### src/rtl/spi_rom_arb_pkg.sv
// Shared types and constants for the SPI ROM port arbiter.
package spi_rom_arb_pkg;

    typedef enum logic [1:0] {
        IDLE  = 2'd0,
        ISSUE = 2'd1,
        WAIT  = 2'd2,
        RESP  = 2'd3
    } state_t;

    localparam int ROM_AW = 5;
    localparam int ROM_DW = 16;

    // Requester indices into req_i / gnt_o / rvalid_o
    localparam int REQ_SPI = 0;
    localparam int REQ_AUX = 1;

endpackage

### src/rtl/spi_rom_arb_pick.sv
// Winner select between the SPI and aux requesters. SPI has fixed priority,
// but after STARVE_LIM consecutive lost arbitrations the aux side is forced in.
module spi_rom_arb_pick
    import spi_rom_arb_pkg::*;
#(
    parameter int STARVE_LIM = 4
) (
    input  logic       sck,
    input  logic       rst_n,
    input  logic [1:0] req,
    input  logic       adv,   // high at arbitration points
    output logic       win    // 1: aux wins, 0: SPI wins
);

    localparam int CW = $clog2(STARVE_LIM + 1);
    localparam logic [CW-1:0] LIM = CW'(STARVE_LIM);

    // A zero limit would never let the counter express "aux lost once".
    if (STARVE_LIM < 1) begin : g_lim_chk
        $error("spi_rom_arb_pick: STARVE_LIM must be >= 1");
    end

    logic [CW-1:0] starve_cnt;
    logic          at_lim;

    assign at_lim = (starve_cnt == LIM);

    // Aux wins when alone, or when contending and already starved to the limit
    always_comb begin
        win = req[REQ_AUX] & (~req[REQ_SPI] | at_lim);
    end

    // Count aux losses under contention; any other arbitration outcome clears it
    always_ff @(posedge sck or negedge rst_n) begin
        if (!rst_n) begin
            starve_cnt <= '0;
        end else if (adv) begin
            if (req[REQ_AUX] && req[REQ_SPI] && !at_lim)
                starve_cnt <= starve_cnt + CW'(1);
            else
                starve_cnt <= '0;
        end
    end

endmodule

### src/rtl/spi_rom_arbiter.sv
// Shares the single synchronous ROM read port between the SPI read path
// and an auxiliary reader, one transaction in flight at a time.
module spi_rom_arbiter
    import spi_rom_arb_pkg::*;
#(
    parameter int AW         = ROM_AW,
    parameter int DW         = ROM_DW,
    parameter int STARVE_LIM = 4
) (
    input  logic          sck,
    input  logic          rst_n,
    input  logic [1:0]    req_i,
    input  logic [AW-1:0] addr0_i,
    input  logic [AW-1:0] addr1_i,
    output logic [1:0]    gnt_o,
    output logic [1:0]    rvalid_o,
    output logic [DW-1:0] rdata_o,
    output logic          mem_en_o,
    output logic [AW-1:0] mem_addr_o,
    input  logic [DW-1:0] mem_data_i,
    output logic          busy_o
);

    state_t        state, state_nxt;
    logic          owner;     // 1: aux owns the transaction
    logic [AW-1:0] addr_q;
    logic [DW-1:0] rdata_q;
    logic          arb_pt;
    logic          win;

    // IDLE and RESP are the only points where a new owner can be picked
    assign arb_pt = (state == IDLE) || (state == RESP);

    spi_rom_arb_pick #(
        .STARVE_LIM(STARVE_LIM)
    ) u_pick (
        .sck   (sck),
        .rst_n (rst_n),
        .req   (req_i),
        .adv   (arb_pt),
        .win   (win)
    );

    // State register
    always_ff @(posedge sck or negedge rst_n) begin
        if (!rst_n) state <= IDLE;
        else        state <= state_nxt;
    end

    // Next state: fixed ISSUE->WAIT->RESP walk, re-arbitrate from IDLE/RESP
    always_comb begin
        state_nxt = state;
        case (state)
            IDLE:    state_nxt = (|req_i) ? ISSUE : IDLE;
            ISSUE:   state_nxt = WAIT;
            WAIT:    state_nxt = RESP;
            RESP:    state_nxt = (|req_i) ? ISSUE : IDLE;
            default: state_nxt = IDLE;
        endcase
    end

    // Outputs decoded from registered state and owner
    always_comb begin
        gnt_o    = 2'b00;
        rvalid_o = 2'b00;
        mem_en_o = 1'b0;
        busy_o   = (state != IDLE);
        case (state)
            ISSUE: begin
                gnt_o[REQ_AUX] = owner;
                gnt_o[REQ_SPI] = ~owner;
                mem_en_o       = 1'b1;
            end
            RESP: begin
                rvalid_o[REQ_AUX] = owner;
                rvalid_o[REQ_SPI] = ~owner;
            end
            default: ;
        endcase
    end

    assign mem_addr_o = addr_q;
    assign rdata_o    = rdata_q;

    // Latch owner/address on a successful arbitration, capture ROM data in WAIT
    always_ff @(posedge sck or negedge rst_n) begin
        if (!rst_n) begin
            owner   <= 1'b0;
            addr_q  <= '0;
            rdata_q <= '0;
        end else begin
            if (arb_pt && (|req_i)) begin
                owner  <= win;
                addr_q <= win ? addr1_i : addr0_i;
            end
            if (state == WAIT)
                rdata_q <= mem_data_i;
        end
    end

endmodule

### config.mk
export PLATFORM = sky130hd
export DESIGN_NAME = spi_rom_arbiter
export DESIGN_NICKNAME = d
export VERILOG_FILES = /design/src/rtl/spi_rom_arb_pkg.sv /design/src/rtl/spi_rom_arb_pick.sv /design/src/rtl/spi_rom_arbiter.sv
export SDC_FILE = /design/constraint.sdc
export NUM_CORES = 1
export LEC_CHECK = 0
export CAP_MARGIN = 30
export CORE_MARGIN = 2
export CORE_UTILIZATION = 42
export DETAILED_ROUTE_END_ITERATION = 6
export HOLD_SLACK_MARGIN = 0.1
export PLACE_DENSITY = 0.78
export SLEW_MARGIN = 10
export SYNTH_ARGS = -nofsm -noshare
export SYNTH_HDL_FRONTEND = slang
export SYNTH_HIERARCHICAL = 1
export SYNTH_SLANG_ARGS = --single-unit
### constraint.sdc
create_clock -name sck -period 4.4 [get_ports sck]
set_input_delay 0.88 -clock sck [delete_from_list [all_inputs] [get_ports sck]]
set_output_delay 0.88 -clock sck [all_outputs]
set_load 0.01 [all_outputs]
== Yosys cells after proc, flatten, opt, wreduce, memory -nomap -nowiden ==
Cells that the tools add are included.

* Bitwise operators: 4
* Muxes and demuxes: 7
* Equal/unequal tests: 4
* $add $sub $neg: 1
* Reduce and logical (&&, ||, !) cells: 9

{| class="wikitable"
|+ Operators by type and width
! operator !! number
|-
| $pmux 2 s3 || 1
|-
| $mux 5 || 1
|-
| $eq 2x2->1 const B || 2
|-
| $mux 2 || 2
|-
| $reduce_or 2->1 || 2
|-
| $add 3x1->3 const B || 1
|-
| $eq 3x3->1 const B || 1
|-
| $logic_and 1x1->1 || 3
|-
| $mux 3 || 1
|-
| $eq 2x1->1 const B || 1
|-
| $logic_not 2->1 || 1
|-
| $mux 1 || 2
|-
| $not 1->1 || 2
|-
| $reduce_bool 2->1 || 1
|-
| $and 1x1->1 || 1
|-
| $logic_not 1->1 || 1
|-
| $logic_or 1x1->1 || 1
|-
| $or 1x1->1 || 1
|}

* Bits of input ports: 30
* Output and inout port bits: 27
* Register bits: 27

== Logic depth before layout (Yosys ltp) ==
Gate-level depths: netlist of run 1.

* Depth after elaboration: 4
* Mapped depth: 7

== Cells and area by module ==
The synthesis of run 1 kept the hierarchy.

{| class="wikitable"
|+ By module, submodules not included
! module !! instances !! area an instance (um^2) !! cells each
|-
| spi_rom_arbiter || 1 || 1057.3 || 69
|-
| spi_rom_arb_pick || 1 || 196.4 || 19
|}

== Worst setup path before layout of run 1 ==
Ideal clock, no wire load.

* Path kind: in2reg
* Start point: input port req_i[1]
* End point: register addr_q[0], in the netlist mem_addr_o[0]
* Data required time: 4.275 ns
* Data arrival time: 1.722 ns
* Stages: 4
* Setup slack: 2.553 ns
* Buffers on the path: 1
* Setup time: 0.125 ns
* Path through: a21boi_1 -> buf_6 -> mux2_4 -> mux2_2

* Longest elaborated chain between the ends: 2

{| class="wikitable"
|+ RTL lines
! what !! line !! RTL
|-
| start, declared || spi_rom_arbiter.sv:12 || <nowiki>input logic [1:0] req_i,</nowiki>
|-
| $and 1x1->1 or $reduce_or 2->1 (tied branches) || spi_rom_arb_pick.sv:30, spi_rom_arbiter.sv:92 ||
|-
| $mux 5 or $logic_and 1x1->1 (tied branches) || spi_rom_arbiter.sv:94, spi_rom_arbiter.sv:92 ||
|-
| end signal, assigned || spi_rom_arbiter.sv:94 || <nowiki>addr_q <= win ? addr1_i : addr0_i;</nowiki>
|-
| end, declared || spi_rom_arbiter.sv:26 || <nowiki>logic [AW-1:0] addr_q;</nowiki>
|}

Several ways; a longest one is shown, not always the timed one.
A chain may end at the register's enable or synchronous reset.

== Worst setup path after layout of run 1 ==
* Start point: register state[1]
* End point: output port gnt_o[0]

* Longest elaborated chain between the ends: 2

{| class="wikitable"
|+ RTL lines
! what !! line !! RTL
|-
| start, declared || spi_rom_arbiter.sv:24 || <nowiki>state_t state, state_nxt;</nowiki>
|-
| start signal, assigned || spi_rom_arbiter.sv:47 || <nowiki>else state <= state_nxt;</nowiki>
|-
| $eq 2x1->1 || spi_rom_arbiter.sv:68 || <nowiki>case (state)</nowiki>
|-
| $mux 2 || spi_rom_arbiter.sv:68 ||
|-
| end, declared || spi_rom_arbiter.sv:15 || <nowiki>output logic [1:0] gnt_o,</nowiki>
|}

No other way between the ends.

==> flow_summary.json, run 1 <==
{
  "crit_fanout": 4,
  "yosys.area.top_type": "dfrtp_1",
  "crit_type": "reg2out",
  "power_switching_uw": 393,
  "drt_first_iter_violations": 11,
  "drive_above_1_share": 0.252,
  "grt_overflow": 0,
  "synth_cell_type_count": 22,
  "required_ps": 3520,
  "crit_path_end_kind": "primary output",
  "tightest_slew_ps": 741,
  "die-area_sq_mm": 0.00344,
  "ant_nets": 0,
  "postCtsHoldBufs": 0,
  "crit_cells": 4,
  "track_usage": 0.159,
  "ys_seq_area_frac": 0.539,
  "ys.flop_type": "dfrtp_1",
  "period_needed_ps": 2630,
  "crit_start": "state[1]",
  "path_clk_slew_ps": 140,
  "initial_utilization": 0.447,
  "cts_buffer_depth": 2,
  "ys_async_sr_fraction": 1.00,
  "drv_cap": 0,
  "cts_buffers": 3,
  "dp.cells": 174,
  "crit_slowest_cell": "clkdlybuf4s50_1",
  "timing.final.ws_setup_ps": 1770,
  "critPathCapture": "gnt_o[0]",
  "p_comb_frac": 0.553,
  "slew_headroom": 0.505,
  "whs_path_depth": 1,
  "post-dp-hpwl_um": 2070,
  "irDropWorstVdd_uv": 338,
  "synth_common_cells": "dfrtp_1, mux2_2, inv_1",
  "grt_pass1_vias": 973,
  "diodes": 0,
  "rrSetupSlack_ps": 2360,
  "drc_errors": 3,
  "p_per_area_mw_per_mm2": 643,
  "hold_path_class": "reg2reg",
  "synthTopCellsByArea": "dfrtp_1, mux2_2, ha_1, mux2_4, inv_1",
  "p_int_uw": 815,
  "viasPerCell": 4.96,
  "period_share": 0.598,
  "p_seq_frac": 0.360,
  "violations": "DRC",
  "path_delay_family": "buffers and inverters",
  "finalSetupTns_ps": 0,
  "reg2regPathDepth": 6,
  "fin_worst_skew_ps": 2.21,
  "yosysMostFrequentCell": "dfrtp_1",
  "worstPathArrival_ps": 1750,
  "die_height_um": 58.6,
  "wirelength_um": 2520,
  "p_leak_uw": 0.000810,
  "grt_pass1_wl_um": 4060,
  "postCtsSetupRepairBufs": 0,
  "grt_max_degree": 18,
  "cts_resized": 0,
  "htreeDepth": 1,
  "ys_ff_latch": 27,
  "r2r-start": "u_pick/starve_cnt[0]",
  "clkLatencyLatePin_ps": 320,
  "num_rows": 19,
  "critPathBufInv": 2,
  "p_clk_frac": 0.087,
  "fin_cells": 178,
  "ctsRootBufferMaster": "clkbuf_4",
  "io_buffers": 56,
  "dr.pass1.iters": 5,
  "drv_slew": 0,
  "cts.sinks": 27,
  "ys_warn_count": 6,
  "syn_to_final_growth_pct": 49.9,
  "vias": 883,
  "place_congestion": 0.715,
  "io_pins": 57,
  "nets": 184,
  "post_drt_wl_per_cell_um": 14.2,
  "critPathLaunchType": "flop",
  "synth.avg_cell_area_sq_um": 14.2,
  "hold_violations": 0,
  "grt_antenna_before_repair": 0,
  "syn_area_sq_mm": 0.00125,
  "status": "finished with violations",
  "swShare": 0.325,
  "synth_edf_count": 0,
  "synth.net_count": 124,
  "coreArea_sq_mm": 0.00281,
  "path_cells": "inv_1 > ha_1 > nor2b_1 > clkdlybuf4s50_1",
  "slowest_delay_ps": 550,
  "setup_viol": 0,
  "pre_cts_slack_ps": 1550,
  "syn_inst": 88,
  "r2r_end": "mem_addr_o[0]",
  "cts_tree": "done",
  "max_clock_freq_ghz": 0.380,
  "p_total_uw": 1210,
  "die_x_um": 58.6,
  "synth.top_cell.area_share": 0.539,
  "rsz0062_at_grt": "no",
  "fillers": 217
}
## sequential cells by signal, summed over array words and instances (netlist names)
signal	cells
owner	1
u_pick/starve_cnt	3
mem_addr_o	5
state	2
rdata_o	16
## layout by cell type (no fill, tap or decap), drive strengths merged, types with 2 or more instances in the layout
| cell | instances |
|---|---|
| and2 | 3 |
| buf | 2 |
| clkbuf | 3 |
| clkdlybuf4s50 | 56 |
| dfrtp | 27 |
| ha | 6 |
| inv | 8 |
| mux2 | 27 |
| nand2 | 2 |
| nand4 | 2 |
| nor2b | 2 |
## stage by stage
stage	util	cell area, sq um	hold WS, ps
after floorplan	-	1250	528
after global placement	0.655	1840	488
after detailed placement	0.660	1850	495
after CTS	0.670	1880	527
after global routing	0.670	1880	549
final	0.670	1880	524
## per-layer routing
metal  part of all wire  GRT usage  vias to the layer above
met5                  0          0                        -
met4              0.017     0.0682                        0
met3              0.060     0.0374                        5
met2               0.54      0.297                       28
met1               0.39      0.171                      428
li1                   -          -                      422
## kinds of logic after synthesis
kind of cell / count (synthesis) / share of synthesized area
buffers and inverters: 11 / 0.0429
AOI/OAI and AO/OA: 5 / 0.0369
and+or+nand+nor: 11 / 0.0559
DFF: 27 / 0.539
muxes: 28 / 0.265
adders and majority gates: 6 / 0.0599
## power groups by stage
stage | registers, uW | clock network, uW | logic (uW)
final | 435 | 105 | 668
after global routing | 452 | 123 | 717
after CTS | 437 | 111 | 681
after detailed placement | 443 | 0 | 678
after global placement | 434 | 0 | 657
after floorplan | 483 | 0 | 306
## cell type report
class,instances,area [sq um],area share
Clock buffer,3,22.5,0.0120
Sequential cell,27,676,0.360
Tap cell,31,38.8,0.0206
Timing Repair Buffer,58,583,0.310
Multi-Input combinational cell,50,524,0.279
Clock inverter,1,5.00,0.00266
Inverter,8,30.0,0.0160
## how the worst min path moves through the flow
stage	from	to	slack (ps)
CTS	rdata_o[1]	rdata_o[1]	530
floorplan	u_pick/starve_cnt[2]	u_pick/starve_cnt[2]	530
finish	rdata_o[10]	rdata_o[10]	520
global placement	rdata_o[12]	rdata_o[12]	490
global route	rdata_o[1]	rdata_o[1]	550
detailed placement	rdata_o[1]	rdata_o[1]	490
Power figures use the tool's default switching activity.
==> run 2: changes to the inputs <==
--- a/config.mk
+++ b/config.mk
@@ -7,10 +7,10 @@
 export LEC_CHECK = 0
 export CAP_MARGIN = 30
 export CORE_MARGIN = 2
-export CORE_UTILIZATION = 42
+export CORE_UTILIZATION = 41
 export DETAILED_ROUTE_END_ITERATION = 6
 export HOLD_SLACK_MARGIN = 0.1
-export PLACE_DENSITY = 0.78
+export PLACE_DENSITY = 0.76
 export SLEW_MARGIN = 10
 export SYNTH_ARGS = -nofsm -noshare
 export SYNTH_HDL_FRONTEND = slang
==> constraint.sdc (replaced) <==
create_clock -name sck -period 2.7 [get_ports sck]
set_input_delay 0.54 -clock sck [delete_from_list [all_inputs] [get_ports sck]]
set_output_delay 0.54 -clock sck [all_outputs]
set_load 0.01 [all_outputs]
==> flow_summary.json, run 2 (synthesis results as in run 1) <==
{
  "initial_utilization": 0.421,
  "cts_tree": "done",
  "wirelength_um": 2490,
  "track_usage": 0.154,
  "crit_type": "reg2out",
  "crit_fanout": 4,
  "status": "complete, no violations",
  "largest_reg_flops": 16,
  "ant_nets": 0,
  "path_clk_slew_ps": 140,
  "io_pins": 57,
  "layout_common_cells": "clkdlybuf4s50_1, dfrtp_1, mux2_2, inv_1, ha_1",
  "drive_above_1_share": 0.245,
  "die_x_um": 59.3,
  "required_ps": 2160,
  "setup_viol": 0,
  "viasPerCell": 4.96,
  "max_clock_freq_ghz": 0.438,
  "post_drt_wl_per_cell_um": 13.8,
  "fin_worst_skew_ps": 6.01,
  "post-dp-hpwl_um": 1950,
  "fin_hold_ws_ps": 524,
  "p_per_area_mw_per_mm2": 1050,
  "clkLatencyLatePin_ps": 320,
  "drt_first_iter_violations": 10,
  "grt_overflow": 0,
  "postCtsHoldBufs": 0,
  "dp.cells": 176,
  "final_common_cell": "clkdlybuf4s50_1",
  "die-area_sq_mm": 0.00352,
  "drv_slew": 0,
  "period_share": 0.846,
  "drv_cap": 0,
  "tightest_slew_ps": 731,
  "place_congestion": 0.723,
  "vias": 893,
  "rsz0062_at_grt": "no",
  "drc_errors": 0,
  "die_height_um": 59.3,
  "io_buffers": 56,
  "worstPathArrival_ps": 1740,
  "critPathLaunchType": "flop",
  "fin_cells": 180,
  "hold_violations": 0,
  "num_rows": 20,
  "cts_buffer_depth": 2,
  "finalSetupTns_ps": 0,
  "grt_pass1_vias": 959,
  "nets": 184,
  "dr.pass1.iters": 3,
  "period_needed_ps": 2280,
  "coreArea_sq_mm": 0.00298,
  "cts_buffers": 3,
  "grt_pass1_wl_um": 4110,
  "p_total_uw": 1970,
  "hold_path_class": "reg2reg",
  "crit_path_end_kind": "primary output",
  "p_leak_uw": 0.000805,
  "cts_resized": 0,
  "cts.sinks": 27,
  "htreeDepth": 1,
  "slew_headroom": 0.513,
  "irDropWorstVdd_uv": 417,
  "grt_max_degree": 28,
  "grt_antenna_before_repair": 0,
  "postCtsSetupRepairBufs": 0,
  "ctsRootBufferMaster": "clkbuf_4",
  "syn_to_final_growth_pct": 49.4,
  "diodes": 0
}
-- run 2: cell count changes in the layout (fill, tap and decap cells not counted), sizes merged --
cell,delta
clkbuf,+1
clkinv,-1
-- run 2: stage by stage --
stage | util | worst slack, ps | cell area (sq um)
floorplan | - | 1070 | 1250
global placement | 0.620 | 566 | 1850
detailed placement | 0.620 | 514 | 1850
CTS | 0.629 | 399 | 1870
global route | 0.629 | 263 | 1870
finish | 0.629 | 416 | 1870
-- run 2: routing by layer --
| metal | GRT usage | wire (um) | share of wire |
|---|---|---|---|
| met1 | 0.186 | 1010 | 0.40 |
| met2 | 0.261 | 1220 | 0.49 |
| met3 | 0.0393 | 237 | 0.095 |
| met4 | 0.0584 | 31 | 0.012 |
| met5 | 0 | 0 | 0 |
-- run 2: cell type report --
| class | instances | area [sq um] |
|---|---|---|
| flip-flops and latches | 27 | 676 |
| fillers | 245 | 1100 |
| multi-input cells | 50 | 524 |
| inverters | 8 | 30.0 |
| well taps | 33 | 41.3 |
| clock buffers | 4 | 26.3 |
| repair buffers | 58 | 576 |
-- run 2: path summary, 6_finish.rpt --
kind                                       from       endpoint  slack, ps  cells after the start
min                               mem_addr_o[2]  mem_addr_o[2]        520                      1
max                                    state[1]       gnt_o[0]        420                      4
max in group asynchronous                 rst_n     rdata_o[3]       1880                      2
max reg2reg                u_pick/starve_cnt[0]  mem_addr_o[0]        930                      7
min in group asynchronous                 rst_n  mem_addr_o[2]        570                      2
min reg2reg                       mem_addr_o[2]  mem_addr_o[2]        520                      1
-- run 2: critical path: stages (launching register included) --
cell             delay (ps)
dfrtp_1                 420
inv_1                    90
ha_1                    220
nor2b_1                 160
clkdlybuf4s50_1         540
-- run 2: power breakdown --
group	leakage, uW	total, uW	internal, uW	switching, uW
combinational	0.000468	1090	670	418
sequential	0.000322	709	604	106
clock	0.0000150	172	57.9	114
total	0.000805	1970	1330	637
